**config.mk**
```make
export PLATFORM = sky130hd
export DESIGN_NAME = perceptron_node
export DESIGN_NICKNAME = d
export VERILOG_FILES = /design/src/rtl/perceptron_pkg.sv /design/src/rtl/perceptron_mac.sv /design/src/rtl/perceptron_node.sv
export SDC_FILE = /design/constraint.sdc
export NUM_CORES = 1
export LEC_CHECK = 0
export ABC_CLOCK_PERIOD_IN_PS = 15600
export CORE_AREA = 2 2 203 205
export DETAILED_ROUTE_END_ITERATION = 7
export DIE_AREA = 0 0 205 207
export PLACE_DENSITY = 0.55
export SYNTH_ARGS = -nofsm -noshare
export SYNTH_HDL_FRONTEND = slang
export SYNTH_SLANG_ARGS = --single-unit
export TNS_END_PERCENT = 5
```
**constraint.sdc**
```tcl
create_clock -name clk -period 15.6 [get_ports clk]
set_input_delay 3.12 -clock clk [delete_from_list [all_inputs] [get_ports clk]]
set_output_delay 3.12 -clock clk [all_outputs]
set_load 0.02 [all_outputs]
```
**src/rtl/perceptron_pkg.sv**
```systemverilog
// Shared definitions for the perceptron compute node: command codes and the
// decoder / execution-engine state encodings.
package perceptron_pkg;

    localparam logic [7:0] CMD_LOAD_A = 8'd0;
    localparam logic [7:0] CMD_LOAD_B = 8'd1;
    localparam logic [7:0] CMD_OUT    = 8'd2;
    localparam logic [7:0] CMD_CLR    = 8'd3;
    localparam logic [7:0] CMD_MUL    = 8'd5;
    localparam logic [7:0] CMD_MAC    = 8'd6;
    localparam logic [7:0] CMD_DOT    = 8'd7;

    typedef enum logic [1:0] {
        D_ADDR = 2'd0,
        D_CMD  = 2'd1,
        D_PAY  = 2'd2
    } dec_state_e;

    typedef enum logic [1:0] {
        E_IDLE = 2'd0,
        E_RUN  = 2'd1,
        E_OUT  = 2'd2
    } exec_state_e;

    // True for every command code the node implements.
    function automatic logic cmd_known(input logic [7:0] cmd);
        return (cmd == CMD_LOAD_A) || (cmd == CMD_LOAD_B) || (cmd == CMD_OUT) ||
               (cmd == CMD_CLR)    || (cmd == CMD_MUL)    || (cmd == CMD_MAC) ||
               (cmd == CMD_DOT);
    endfunction

endpackage

```
**src/rtl/perceptron_mac.sv**
```systemverilog
// Lane-serial multiply + saturating accumulate: sum = min(acc_in + a*b, 2^ACC_W-1).
// Ports: clk, rst (async, active-high), en (capture this cycle's result),
//        a, b (DATA_W operands), acc_in (ACC_W addend),
//        sum (registered result), sat_hit (registered: result was clamped).
module perceptron_mac #(
    parameter int unsigned DATA_W = 8,
    parameter int unsigned ACC_W  = 16
) (
    input  logic              clk,
    input  logic              rst,
    input  logic              en,
    input  logic [DATA_W-1:0] a,
    input  logic [DATA_W-1:0] b,
    input  logic [ACC_W-1:0]  acc_in,
    output logic [ACC_W-1:0]  sum,
    output logic              sat_hit
);

    localparam int unsigned PROD_W = 2 * DATA_W;
    // One spare bit above the wider of product/accumulator so the add never wraps.
    localparam int unsigned FULL_W = ((PROD_W > ACC_W) ? PROD_W : ACC_W) + 1;

    logic [FULL_W-1:0] full;
    logic [ACC_W-1:0]  sum_d, sum_q;
    logic              sat_hit_d, sat_hit_q;

    // Exact result, then clamp anything above the ACC_W range to all-ones.
    always_comb begin
        full      = FULL_W'(a) * FULL_W'(b) + FULL_W'(acc_in);
        sat_hit_d = |(full >> ACC_W);
        sum_d     = sat_hit_d ? {ACC_W{1'b1}} : full[ACC_W-1:0];
    end

    always_ff @(posedge clk or posedge rst) begin
        if (rst) begin
            sum_q     <= '0;
            sat_hit_q <= 1'b0;
        end else if (en) begin
            sum_q     <= sum_d;
            sat_hit_q <= sat_hit_d;
        end
    end

    assign sum     = sum_q;
    assign sat_hit = sat_hit_q;

endmodule

```
**src/rtl/perceptron_node.sv**
```systemverilog
// Perceptron compute node on a byte stream. Decodes [addr, cmd, payload] frames,
// holds vectors A, B and result R, runs lane-serial MUL/MAC/DOT with saturation and
// streams R back; frames for other addresses are forwarded on tx.
// Ports: clk, rst (async, active-high); rx_data/rx_valid (unstallable byte strobe);
//        tx_data/tx_valid/tx_ready (holding-register handshake);
//        busy (engine running or OUT pending/streaming), sat (sticky clamp flag),
//        err (1-cycle pulse: timeout, unknown cmd, collision, tx overrun).
module perceptron_node
    import perceptron_pkg::*;
#(
    parameter int unsigned NODE_ADDR   = 100,
    parameter int unsigned LANES       = 4,
    parameter int unsigned DATA_W      = 8,
    parameter int unsigned ACC_W       = 16,
    parameter int unsigned TIMEOUT_CYC = 100000
) (
    input  logic       clk,
    input  logic       rst,
    input  logic [7:0] rx_data,
    input  logic       rx_valid,
    output logic [7:0] tx_data,
    output logic       tx_valid,
    input  logic       tx_ready,
    output logic       busy,
    output logic       sat,
    output logic       err
);

    localparam int unsigned PAY    = LANES * DATA_W / 8;
    localparam int unsigned RBYTES = LANES * ACC_W / 8;
    localparam int unsigned LANE_W = (LANES > 1) ? $clog2(LANES) : 1;
    localparam int unsigned PCNT_W = (PAY > 1) ? $clog2(PAY) : 1;
    localparam int unsigned BCNT_W = $clog2(RBYTES + 1);
    localparam int unsigned TMO_W  = $clog2(TIMEOUT_CYC + 1);
    localparam int unsigned VA_W   = LANES * DATA_W;
    localparam int unsigned VR_W   = LANES * ACC_W;

    dec_state_e          dec_q, dec_d;
    exec_state_e         exec_q, exec_d;
    logic                fwd_q, fwd_d;
    logic [7:0]          cmd_q, cmd_d;
    logic [VA_W-1:0]     pay_q, pay_d;
    logic [PCNT_W-1:0]   pcnt_q, pcnt_d;
    logic                done_q, done_d;
    logic [TMO_W-1:0]    tmo_q, tmo_d;
    logic [VA_W-1:0]     a_q, a_d, b_q, b_d;
    logic [VR_W-1:0]     r_q, r_d;
    logic [7:0]          op_q, op_d;
    logic [LANE_W-1:0]   lane_q, lane_d;
    logic                out_pend_q, out_pend_d;
    logic [BCNT_W-1:0]   bcnt_q, bcnt_d;
    logic                wb_valid_q, wb_valid_d;
    logic [LANE_W-1:0]   wb_lane_q, wb_lane_d;
    logic                tx_valid_q, tx_valid_d;
    logic [7:0]          tx_data_q, tx_data_d;
    logic                busy_q, busy_d;
    logic                sat_q, sat_d;
    logic                err_q, err_d;

    logic                fwd_byte;
    logic [DATA_W-1:0]   mac_a, mac_b;
    logic [ACC_W-1:0]    mac_acc, mac_sum;
    logic                mac_sat;

    // Operand select for the lane currently in flight. DOT chains through the
    // multiplier's own output register, which holds the previous lane's partial sum.
    always_comb begin
        mac_a   = a_q[int'(lane_q) * DATA_W +: DATA_W];
        mac_b   = b_q[int'(lane_q) * DATA_W +: DATA_W];
        mac_acc = '0;
        if (op_q == CMD_MAC) begin
            mac_acc = r_q[int'(lane_q) * ACC_W +: ACC_W];
        end else if ((op_q == CMD_DOT) && (lane_q != '0)) begin
            mac_acc = mac_sum;
        end
    end

    perceptron_mac #(
        .DATA_W (DATA_W),
        .ACC_W  (ACC_W)
    ) u_mac (
        .clk     (clk),
        .rst     (rst),
        .en      (exec_q == E_RUN),
        .a       (mac_a),
        .b       (mac_b),
        .acc_in  (mac_acc),
        .sum     (mac_sum),
        .sat_hit (mac_sat)
    );

    // Next-state logic: decoder, timeout, tx holding register, exec engine, commands.
    always_comb begin
        dec_d      = dec_q;
        exec_d     = exec_q;
        fwd_d      = fwd_q;
        cmd_d      = cmd_q;
        pay_d      = pay_q;
        pcnt_d     = pcnt_q;
        done_d     = 1'b0;
        tmo_d      = tmo_q;
        a_d        = a_q;
        b_d        = b_q;
        r_d        = r_q;
        op_d       = op_q;
        lane_d     = lane_q;
        out_pend_d = out_pend_q;
        bcnt_d     = bcnt_q;
        wb_valid_d = 1'b0;
        wb_lane_d  = wb_lane_q;
        tx_valid_d = tx_valid_q;
        tx_data_d  = tx_data_q;
        sat_d      = sat_q;
        err_d      = 1'b0;
        fwd_byte   = 1'b0;

        if (tx_valid_q && tx_ready) begin
            tx_valid_d = 1'b0;
        end

        // Frame decoder; an arriving byte always beats a same-cycle timeout.
        if (rx_valid) begin
            tmo_d = '0;
            case (dec_q)
                D_ADDR: begin
                    fwd_d    = (rx_data != 8'(NODE_ADDR));
                    fwd_byte = fwd_d;
                    dec_d    = D_CMD;
                end
                D_CMD: begin
                    cmd_d    = rx_data;
                    pcnt_d   = '0;
                    fwd_byte = fwd_q;
                    dec_d    = D_PAY;
                end
                D_PAY: begin
                    fwd_byte = fwd_q;
                    if (!fwd_q) begin
                        pay_d[int'(pcnt_q) * 8 +: 8] = rx_data;
                    end
                    if (pcnt_q == PCNT_W'(PAY - 1)) begin
                        dec_d  = D_ADDR;
                        done_d = !fwd_q;
                    end else begin
                        pcnt_d = pcnt_q + PCNT_W'(1);
                    end
                end
                default: dec_d = D_ADDR;
            endcase
        end else if (dec_q != D_ADDR) begin
            if (tmo_q == TMO_W'(TIMEOUT_CYC - 1)) begin
                dec_d = D_ADDR;
                tmo_d = '0;
                err_d = 1'b1;
            end else begin
                tmo_d = tmo_q + TMO_W'(1);
            end
        end

        // Forwarded bytes never share the holding register with an OUT stream.
        if (fwd_byte) begin
            if ((exec_q == E_OUT) || (tx_valid_q && !tx_ready)) begin
                err_d = 1'b1;
            end else begin
                tx_valid_d = 1'b1;
                tx_data_d  = rx_data;
            end
        end

        // Writeback of the lane result captured by the multiplier last cycle.
        if (wb_valid_q) begin
            if (mac_sat) begin
                sat_d = 1'b1;
            end
            if (op_q == CMD_DOT) begin
                r_d              = '0;
                r_d[ACC_W-1:0]   = mac_sum;
            end else begin
                r_d[int'(wb_lane_q) * ACC_W +: ACC_W] = mac_sum;
            end
        end

        case (exec_q)
            E_IDLE: begin
                // OUT waits until the holding register is empty and no forward byte lands.
                if (out_pend_q && !tx_valid_q && !fwd_byte) begin
                    exec_d     = E_OUT;
                    out_pend_d = 1'b0;
                    bcnt_d     = '0;
                end
            end
            E_RUN: begin
                wb_valid_d = 1'b1;
                wb_lane_d  = lane_q;
                if (lane_q == LANE_W'(LANES - 1)) begin
                    exec_d = E_IDLE;
                end else begin
                    lane_d = lane_q + LANE_W'(1);
                end
            end
            E_OUT: begin
                if (bcnt_q == BCNT_W'(RBYTES)) begin
                    if (tx_valid_q && tx_ready) begin
                        exec_d = E_IDLE;
                    end
                end else if (!tx_valid_q || tx_ready) begin
                    tx_valid_d = 1'b1;
                    tx_data_d  = r_q[int'(bcnt_q) * 8 +: 8];
                    bcnt_d     = bcnt_q + BCNT_W'(1);
                end
            end
            default: exec_d = E_IDLE;
        endcase

        // Command execution, one cycle after the final payload byte.
        if (done_q) begin
            if (!cmd_known(cmd_q)) begin
                err_d = 1'b1;
            end else if ((exec_q != E_IDLE) || out_pend_q || wb_valid_q) begin
                err_d = 1'b1;
            end else begin
                case (cmd_q)
                    CMD_LOAD_A: a_d = pay_q;
                    CMD_LOAD_B: b_d = pay_q;
                    CMD_CLR: begin
                        r_d   = '0;
                        sat_d = 1'b0;
                    end
                    CMD_OUT: out_pend_d = 1'b1;
                    CMD_MUL, CMD_MAC, CMD_DOT: begin
                        exec_d = E_RUN;
                        op_d   = cmd_q;
                        lane_d = '0;
                        if (cmd_q == CMD_MUL) begin
                            sat_d = 1'b0;
                        end
                    end
                    default: ;
                endcase
            end
        end

        busy_d = (exec_d != E_IDLE) || out_pend_d;
    end

    always_ff @(posedge clk or posedge rst) begin
        if (rst) begin
            dec_q      <= D_ADDR;
            exec_q     <= E_IDLE;
            fwd_q      <= 1'b0;
            cmd_q      <= '0;
            pay_q      <= '0;
            pcnt_q     <= '0;
            done_q     <= 1'b0;
            tmo_q      <= '0;
            a_q        <= '0;
            b_q        <= '0;
            r_q        <= '0;
            op_q       <= '0;
            lane_q     <= '0;
            out_pend_q <= 1'b0;
            bcnt_q     <= '0;
            wb_valid_q <= 1'b0;
            wb_lane_q  <= '0;
            tx_valid_q <= 1'b0;
            tx_data_q  <= '0;
            busy_q     <= 1'b0;
            sat_q      <= 1'b0;
            err_q      <= 1'b0;
        end else begin
            dec_q      <= dec_d;
            exec_q     <= exec_d;
            fwd_q      <= fwd_d;
            cmd_q      <= cmd_d;
            pay_q      <= pay_d;
            pcnt_q     <= pcnt_d;
            done_q     <= done_d;
            tmo_q      <= tmo_d;
            a_q        <= a_d;
            b_q        <= b_d;
            r_q        <= r_d;
            op_q       <= op_d;
            lane_q     <= lane_d;
            out_pend_q <= out_pend_d;
            bcnt_q     <= bcnt_d;
            wb_valid_q <= wb_valid_d;
            wb_lane_q  <= wb_lane_d;
            tx_valid_q <= tx_valid_d;
            tx_data_q  <= tx_data_d;
            busy_q     <= busy_d;
            sat_q      <= sat_d;
            err_q      <= err_d;
        end
    end

    assign tx_data  = tx_data_q;
    assign tx_valid = tx_valid_q;
    assign busy     = busy_q;
    assign sat      = sat_q;
    assign err      = err_q;

endmodule

```
; Yosys cells after proc, flatten, opt, wreduce, memory -nomap -nowiden
; Cells that the tools add are included.
[classes]
mul = 1
n_mux = 78
n_reduce_logical = 42
n_bitwise = 2
n_eq_ne = 22
shifts = 8
add_sub_neg = 7
[ops]
columns = cell, count
row1 = $mux W64, 6
row2 = $bwmux W64, 1
row3 = $shift A16 B34 Y64 const A, 1
row4 = $shiftx A16 B34 Y64, 1
row5 = $shiftx A32 B6 Y8, 2
row6 = $shiftx A64 B7 Y16, 1
row7 = $shiftx A64 B8 Y8, 1
row8 = $mux W17, 3
row9 = $mux W16, 3
row10 = $eq A8 B3 Y1 const B, 5
row11 = $mux W8, 5
row12 = $mux W2, 19
row13 = $neg A6 Y34, 1
row14 = $neg A5 Y33, 1
row15 = $shift A8 B33 Y32 const A, 1
row16 = $shiftx A8 B33 Y32, 1
row17 = $bwmux W32, 1
row18 = $mux W1, 31
row19 = $add A16 B16 Y17, 1
row20 = $add A17 B1 Y17 const B, 1
row21 = $eq A17 B17 Y1 const B, 1
row22 = $eq A8 B2 Y1 const B, 2
row23 = $mul A8 B8 Y16, 1
row24 = $reduce_and A4 Y1, 4
row25 = other kinds (26), 66
[word_totals]
register_bits = 240
wordCells = 184

; Longest topological paths before layout
; Gate-level depths: netlist of run 1.
[depth]
word_depth = 14
ltp_mapped = 22
mapped_depth_nobuf = 20

; Modules after synthesis
; From an unflattened synthesis of run 1, not the netlist that was laid out.
[hier_totals]
hier_cells = 1310
hier_area_um2 = 14328.7
[by_module_without_submodules]
columns = module, area_each_um2, seq_area_each_um2, cells_each, n_inst
row1 = perceptron_node, 11130.7, 5580.4, 955, 1
row2 = perceptron_mac, 3198.1, 425.4, 355, 1

; Worst setup path after synthesis of run 1
; OpenSTA, ideal clock, no wires.
[synth_path]
path_kind = reg-to-reg
startpoint = register lane_q[0]
endpoint = register u_mac.sum_q[3] (netlist: u_mac.sum[3])
path_slack_ns = 10.065
setup_ns = 0.065
required_time_ns = 15.535
arrival_time_ns = 5.469
n_path_buf = 3
stages_incl_launch_ff = 19
synth_period_minus_slack_ns = 5.535
cell_sequence = dfrtp_1 > clkbuf_1 > mux4_2 > and2_1 > fa_1 > fa_1 > inv_1 > fa_1 > fa_1 > inv_1 > ha_1 > buf_2 > a21o_1 > o221a_2 > nand3_1 > o221ai_1 > a311oi_2 > buf_4 > o22a_1
[synth_via]
elab_chain_len = 6
word_cells_on_any_way = 10
cone_classes = add/sub: 1 / mul: 1 / shift: 3 / mux: 3 / reduce/logical: 2
[synth_lines]
columns = item, line
row1 = start: declaration, perceptron_node.sv:49  ; logic [LANE_W-1:0] lane_q, lane_d;
row2 = start signal: assignment, perceptron_node.sv:283  ; lane_q <= lane_d;
row3 = "parallel branches: the longest is 4 deep, another holds $mul A8 B8 Y16", -
row4 = $add A16 B16 Y17 (*), perceptron_mac.sv:29  ; full = FULL_W'(a) * FULL_W'(b) + FULL_W'(acc_in);
row5 = $mux W16 (*), perceptron_mac.sv:31  ; sum_d = sat_hit_d ? {ACC_W{1'b1}} : full[ACC_W-1:0];
row6 = end signal: assignment, perceptron_mac.sv:39  ; sum_q <= sum_d;
row7 = end: declaration, perceptron_mac.sv:24  ; logic [ACC_W-1:0] sum_d, sum_q;
; Mark *: on every way between the ends.
; A chain may end at the register's enable or synchronous reset.

; Final worst setup path of run 1
[layout_path]
startpoint = register lane_q[0]
endpoint = register u_mac.sum_q[10] (netlist: u_mac.sum[10])
; Same word-level chain as after synthesis.

==> metrics, run 1 <==
clock tree sinks 240; CP Data Required Time 16.09 ns; Simple-Gate Fraction of Synth Area 0.136; vias in the first global route 9740; Via-to-Cell Ratio 5.23; dpl ws 9.24 ns; number of enable flip-flop cells after synthesis 0; Clock Skew 0.0232 ns; synthesized area per cell 11.0 sq um; Crit. End Element flip-flop; Overall Power 1.60 mW; ant diodes 0; endpoints failing setup 0; setup ws final 9.23 ns; CTS Hold Bufs 0; crit path DAT 6.86 ns; Startpoint Class flip-flop; area of the mapped netlist 13900 sq um; Maximum Capacitance Violations 0; Top-Level Pins 24; Synth Instances 1262; initial DRC count 575; Tcrit/Tclk final 0.408; Layout area overhead 12.8%; Vias 9584; post-route insts no fill 1831; RSZ-0062 raised after global routing no; DP HPWL 24400 microns; max-slew headroom at the worst pin 0.163; placed cells 1779; Rows 74; clk buf depth 3; Tmin final 6.37 ns; Fmax 0.157 GHz; Die ar. 42400 sq um; Synth Area in Adders 0.123; PwrDens 102 nW/um^2; 1st-pass router iterations 5; htree depth 1; register area share after synthesis 0.432; Root Buffer clkbuf_16; Worst-Margin Slew 1.25 ns; pin count of the biggest net entering global routing 123; core region area 40400 sq um; RePlAce Congestion 0.796; Worst VDD drop 0.0994 mV; maximum fanout along the worst path 38; DRC errors left 0; final wirelength 35200 microns; Post-synth ARST share 1.00; Die Height 207 microns; Worst Hold Class flip-flop to flip-flop; FF+latch count, synth 240; initial antenna violation count 0; Initial Utilization 0.344; Cell Area, Placed 14700 sq um; Sum Neg Setup Slack 0 ns; wire per inst 19.2 microns; TritonCTS Buffers 28; die width 205 microns; outcome finished clean; grt total ovfl 0; compound-cell area share of the yosys netlist 0.100; Synth cell types 67; final hold violation count 0; largest family of logic cells by synthesized area multiplexers; Slew Limit Fails 0; kind of critical path flip-flop to flip-flop; xor/xnor cell area share of the yosys netlist 0.0151; Clock Latency Late Sink 0.56 ns; Clock transition at path regs 0.06 ns; gr usage total 0.169; layout cell share with drive strength beyond 1 0.156; Post-Synthesis Net Count 1380; post-synthesis mux area share 0.149; PostCTS Resize Cnt 0; Final nets 1395; CTS tree built; Final ANT Viol Nets 0; first-pass GRT wire length 56600 microns; # port buffers 23; design area 15700 sq um; Setup Buffers After CTS 0; static leakage 7.28 nW; Synth Flop Type dfrtp_1; Yosys Warn Count 0
==> area by class of cell <==
type                    count  area, sq um
well taps                 532          666
flip-flops and latches    240         6010
fillers                  4026        24700
repair buffers             38          343
clock inverters            15          189
inverters                 104          398
multi-input cells         865         7290
clock buffers              37          774
==> sequential cells by signal, summed over array words and instances (netlist names), 4 cells and up <==
register	count
a_q	32
b_q	32
bcnt_q	4
cmd_q	8
op_q	8
pay_q	32
r_q	64
tmo_q	17
tx_data	8
u_mac.sum	16
==> logic make-up (layout without fill, tap and decap cells) <==
group | count (synthesis) | in the layout
adder cells (fa/ha/maj) | 106 | 106
AND/OR/NAND/NOR | 390 | 390
flip-flops | 240 | 240
multiplexers | 137 | 137
XOR/XNOR | 24 | 24
buffers and inverters | 157 | 194
AO/OA/AOI/OAI | 208 | 208
==> worst max-delay path, cell delays in order, from the launching register on <==
cell and delay (ns):
dfrtp_2 0.34, buf_4 0.58, mux4_2 0.70, and2_1 0.20, fa_1 0.53, fa_1 0.44
inv_1 0.09, fa_1 0.44, fa_1 0.55, inv_1 0.04, ha_1 0.39, a21o_1 0.19
o221a_2 0.23, nand3_1 0.10, o221ai_1 0.13, a311oi_2 1.03, o22a_1 0.28
==> power by group <==
part / leakage (nW) / internal, mW / switching, mW / total (mW)
clock: 0.478 / 0.415 / 0.264 / 0.679
sequential: 3.30 / 0.659 / 0.0393 / 0.698
combinational: 3.51 / 0.0901 / 0.129 / 0.220
total: 7.28 / 1.16 / 0.433 / 1.60
==> per-stage QoR <==
step | hold WS (ns) | util
detailed placement | 0.464 | 0.364
global route | 0.503 | 0.388
floorplan | 0.438 | -
CTS | 0.478 | 0.388
global placement | 0.460 | 0.364
finish | 0.485 | 0.388
==> synth_stat cells (17+ instances only) <==
master / count / area share
mux4_2: 48 / 0.078
a22oi_1: 64 / 0.035
clkbuf_1: 28 / 0.0076
o22a_1: 17 / 0.011
and2_1: 48 / 0.022
inv_1: 104 / 0.028
mux2_2: 70 / 0.057
nor2_1: 109 / 0.029
ha_1: 55 / 0.050
a21oi_1: 30 / 0.011
fa_1: 51 / 0.074
dfrtp_1: 240 / 0.43
buf_2: 17 / 0.0061
nand2_1: 143 / 0.039
o21ai_0: 62 / 0.022
==> cell usage in the layout, fill, tap and decap left out, drive strengths merged, types with 5 or more instances in the layout <==
master,instances
nor2,109
nand3b,5
dfrtp,240
clkbuf,37
fa,51
clkdlybuf4s50,23
mux2i,16
and2,48
nor3,7
o22a,17
buf,15
a22oi,64
clkinv,10
and3,7
a21o,6
xnor2,11
xor2,13
nand4,8
nor2b,14
nand3,14
mux4,48
o21ai,64
inv,104
ha,55
a21oi,31
mux2,73
nor4,6
nand2,143
nand2b,7
==> per-layer routing <==
metal  vias up  wire length, microns  global-route usage
met5         -                     0                   0
met4         0                   941              0.0484
met3        54                  1650              0.0282
met2       199                 15800               0.255
met1      4897                 16800               0.249
li1       4434                     -                   -
==> final timing paths <==
| check | from | endpoint | slack [ns] | cells past startpoint |
|---|---|---|---|---|
| worst max register to register | lane_q[0] | u_mac.sum[10] | 9.23 | 16 |
| min in group asynchronous | rst | bcnt_q[0] | 3.16 | 2 |
| max in group asynchronous | rst | b_q[12] | 11.11 | 3 |
| worst min register to register | a_q[25] | a_q[25] | 0.48 | 1 |
| worst max-delay path | lane_q[0] | u_mac.sum[10] | 9.23 | 16 |
| worst min-delay path | a_q[25] | a_q[25] | 0.48 | 1 |
(Power assumes the default switching activity.)
==> inputs of run 2 (changes only) <==
--- a/config.mk
+++ b/config.mk
@@ -5,11 +5,11 @@
 export SDC_FILE = /design/constraint.sdc
 export NUM_CORES = 1
 export LEC_CHECK = 0
-export ABC_CLOCK_PERIOD_IN_PS = 15600
+export ABC_CLOCK_PERIOD_IN_PS = 5600
 export CORE_AREA = 2 2 203 205
 export DETAILED_ROUTE_END_ITERATION = 7
 export DIE_AREA = 0 0 205 207
-export PLACE_DENSITY = 0.55
+export PLACE_DENSITY = 0.57
 export SYNTH_ARGS = -nofsm -noshare
 export SYNTH_HDL_FRONTEND = slang
 export SYNTH_SLANG_ARGS = --single-unit
==> constraint.sdc (replaced) <==
create_clock -name clk -period 5.6 [get_ports clk]
set_input_delay 1.12 -clock clk [delete_from_list [all_inputs] [get_ports clk]]
set_output_delay 1.12 -clock clk [all_outputs]
set_load 0.02 [all_outputs]
==> run 2 against run 1 <==
Register-to-register slack worse by 9.0 ns. Setup slack worse by 9.0 ns. Cell area is 0.62% higher. Sequential cell count stayed put. Routed wire length is 0.81% lower. Global-route usage is 0.075 points higher. Hold slack hardly changed. Count of clock-buffer cells in the layout is 2 higher. Critical endpoint is now u_mac.sum[8].
==> metrics, run 2 (synthesis gave the netlist of run 1 again) <==
layout cell share with drive strength beyond 1 0.163 (+0.00746); CP Data Required Time 6.08 ns (-10.01 ns); worst path cell trace buf_12 > mux4_2 > and2_1 > fa_1 > fa_1 > inv_1 > fa_1 > fa_1 > inv_1 > ha_1 > a21o_1 > o221a_2 > nand3_1 > o221ai_1 > a311oi_2 > buf_4 > o22a_1; PwrDens 278 nW/um^2 (+170%); Final ANT Viol Nets 0 (unchanged); Slew Limit Fails 0 (unchanged); Worst Hold Class flip-flop to flip-flop; design area 15800 sq um (+0.62%); register area 6010 sq um (unchanged); Clock Skew 0.0356 ns (+0.0124 ns); Via-to-Cell Ratio 5.22 (-0.22%); Die Height 207 microns (unchanged); ant diodes 0 (unchanged); max-slew headroom at the worst pin 0.281 (+0.118); FILL cells 4029 (+0.075%); Root Buffer clkbuf_16; register share of total power 0.442 (+0.005); clock tree sinks 240 (unchanged); htree depth 1 (unchanged); placed cells 1788 (+0.51%); commonest non-fill, non-tap cell in the layout dfrtp_1; Sum Neg Setup Slack 0 ns (unchanged); 1st-pass router iterations 7 (+2); met1 global-route usage 0.252 (+0.00320); most frequent cells in the layout dfrtp_1 (239), nand2_1 (143), nor2_1 (109); initial DRC count 750 (+30%); Startpoint Class flip-flop; Worst VDD drop 0.232 mV (+130%); GR peak layer met2; RePlAce Congestion 0.827 (+3.8%); RSZ-0062 raised after global routing no; Biggest register r_q; outcome finished clean; DP HPWL 24300 microns (-0.24%); final hold violation count 0 (unchanged); CTS Hold Bufs 0 (unchanged); first-pass GRT wire length 56800 microns (+0.40%); Clock Power Share 0.416 (-0.009); Maximum Capacitance Violations 0 (unchanged); met3 Use GR 0.0214 (-0.00677); core region area 40400 sq um (unchanged); clk buf depth 3 (unchanged); CTS tree built; Switching Fraction 0.274 (+0.00243); Crit. End Element flip-flop; switching power 1.20 mW (+180%); Die ar. 42400 sq um (unchanged); met2 Track Usage GR 0.261 (+0.00536); Top-Level Pins 24 (unchanged); gr usage total 0.169 (+0.000749); Vias 9605 (+0.22%); Clock Latency Late Sink 0.57 ns (about the same); Buffers & Inverters on Critical Path 4 (+1); initial antenna violation count 0 (unchanged); static leakage 7.32 nW (+0.54%); post-layout util 0.391 (+0.00242); Clock transition at path regs 0.06 ns (about the same); Initial Utilization 0.344 (unchanged); slowest CP cell mux4_2; kind of critical path flip-flop to flip-flop; endpoints failing setup 0 (unchanged); biggest cell delay along the critical path 0.65 ns (-0.38 ns); Final nets 1405 (+0.72%); wire per inst 19.0 microns (-1.2%); die width 205 microns (unchanged); Layout area overhead 13.5%; DRC errors left 0 (unchanged); max reg flops 64 (unchanged); multi-input logic area 7310 sq um (+0.19%); Tcrit/Tclk final 0.953 (+0.545); Fmax 0.187 GHz (+19%); Tmin final 5.34 ns (-1.03 ns); maximum fanout along the worst path 20 (-47%); crit path DAT 5.82 ns (-1.04 ns); combinational share of power 0.142 (+0.004); post-route insts no fill 1839 (+0.44%); Int Pwr 3.19 mW (+170%); TritonCTS Buffers 28 (unchanged); Worst-Margin Slew 1.08 ns (-0.174 ns); final wirelength 34900 microns (-0.81%); # port buffers 23 (unchanged); Cell Area, Placed 14800 sq um (+0.71%); delay-heaviest family, CP adder cells; vias in the first global route 9793 (+0.54%); pin count of the biggest net entering global routing 130 (+5.7%); most numerous cell on the critical path fa_1; grt total ovfl 0 (unchanged); Rows 74 (unchanged)
[run 2: layout make-up]
| class | instances | share of cell area |
|---|---|---|
| Sequential cell | 240 | 0.381 |
| Inverter | 104 | 0.0250 |
| Tap cell | 532 | 0.0422 |
| Multi-Input combinational cell | 865 | 0.463 |
| Timing Repair Buffer | 48 | 0.0291 |
| Clock buffer | 39 | 0.0509 |
| Clock inverter | 11 | 0.00841 |
[run 2: per-stage QoR]
stage | hold slack [ns] | total power, mW | setup slack [ns]
global placement | 0.457 | 2.59 | 0.273
CTS | 0.486 | 4.45 | 0.173
detailed placement | 0.468 | 2.60 | 0.179
global route | 0.516 | 4.60 | 0.0223
finish | 0.484 | 4.39 | 0.261
floorplan | 0.438 | 2.35 | 0.0655
[run 2: worst register-to-register path: cells and delay by family (launching register included)]
family / cells / cell delay (ns)
multiplexers: 1 / 0.66
AND/OR/NAND/NOR: 2 / 0.35
flip-flops: 1 / 0.40
buffers and inverters: 4 / 0.65
AO/OA/AOI/OAI: 5 / 1.14
adder cells (fa/ha/maj): 5 / 2.09
[run 2: path summary, 6_finish.rpt]
path | cells after the start | to | slack [ns] | start
min reg2reg | 1 | op_q[2] | 0.48 | op_q[2]
max in group asynchronous | 3 | pay_q[27] | 3.59 | rst
max | 17 | u_mac.sum[8] | 0.26 | lane_q[0]
min | 1 | op_q[2] | 0.48 | op_q[2]
max reg2reg | 17 | u_mac.sum[8] | 0.26 | lane_q[0]
min in group asynchronous | 2 | tmo_q[2] | 0.92 | rst
[run 2: per-layer routing]
layer | share of wire | routed length (microns)
met1 | 0.47 | 16400
met2 | 0.46 | 16000
met3 | 0.048 | 1670
met4 | 0.026 | 916
met5 | 0 | 0
[run 2: timing repair]
item                       4_1_cts  5_1_grt
setup endpoints to repair        0       17
setup buffers                    0        1
resized for setup                0        3
[run 2: power groups by stage]
| stage | sequential, mW | clock [mW] | combinational [mW] |
|---|---|---|---|
| floorplan | 1.97 | 0 | 0.382 |
| global placement | 1.97 | 0 | 0.619 |
| detailed placement | 1.97 | 0 | 0.630 |
| CTS | 1.94 | 1.87 | 0.634 |
| global route | 1.95 | 1.96 | 0.691 |
| finish | 1.94 | 1.82 | 0.625 |
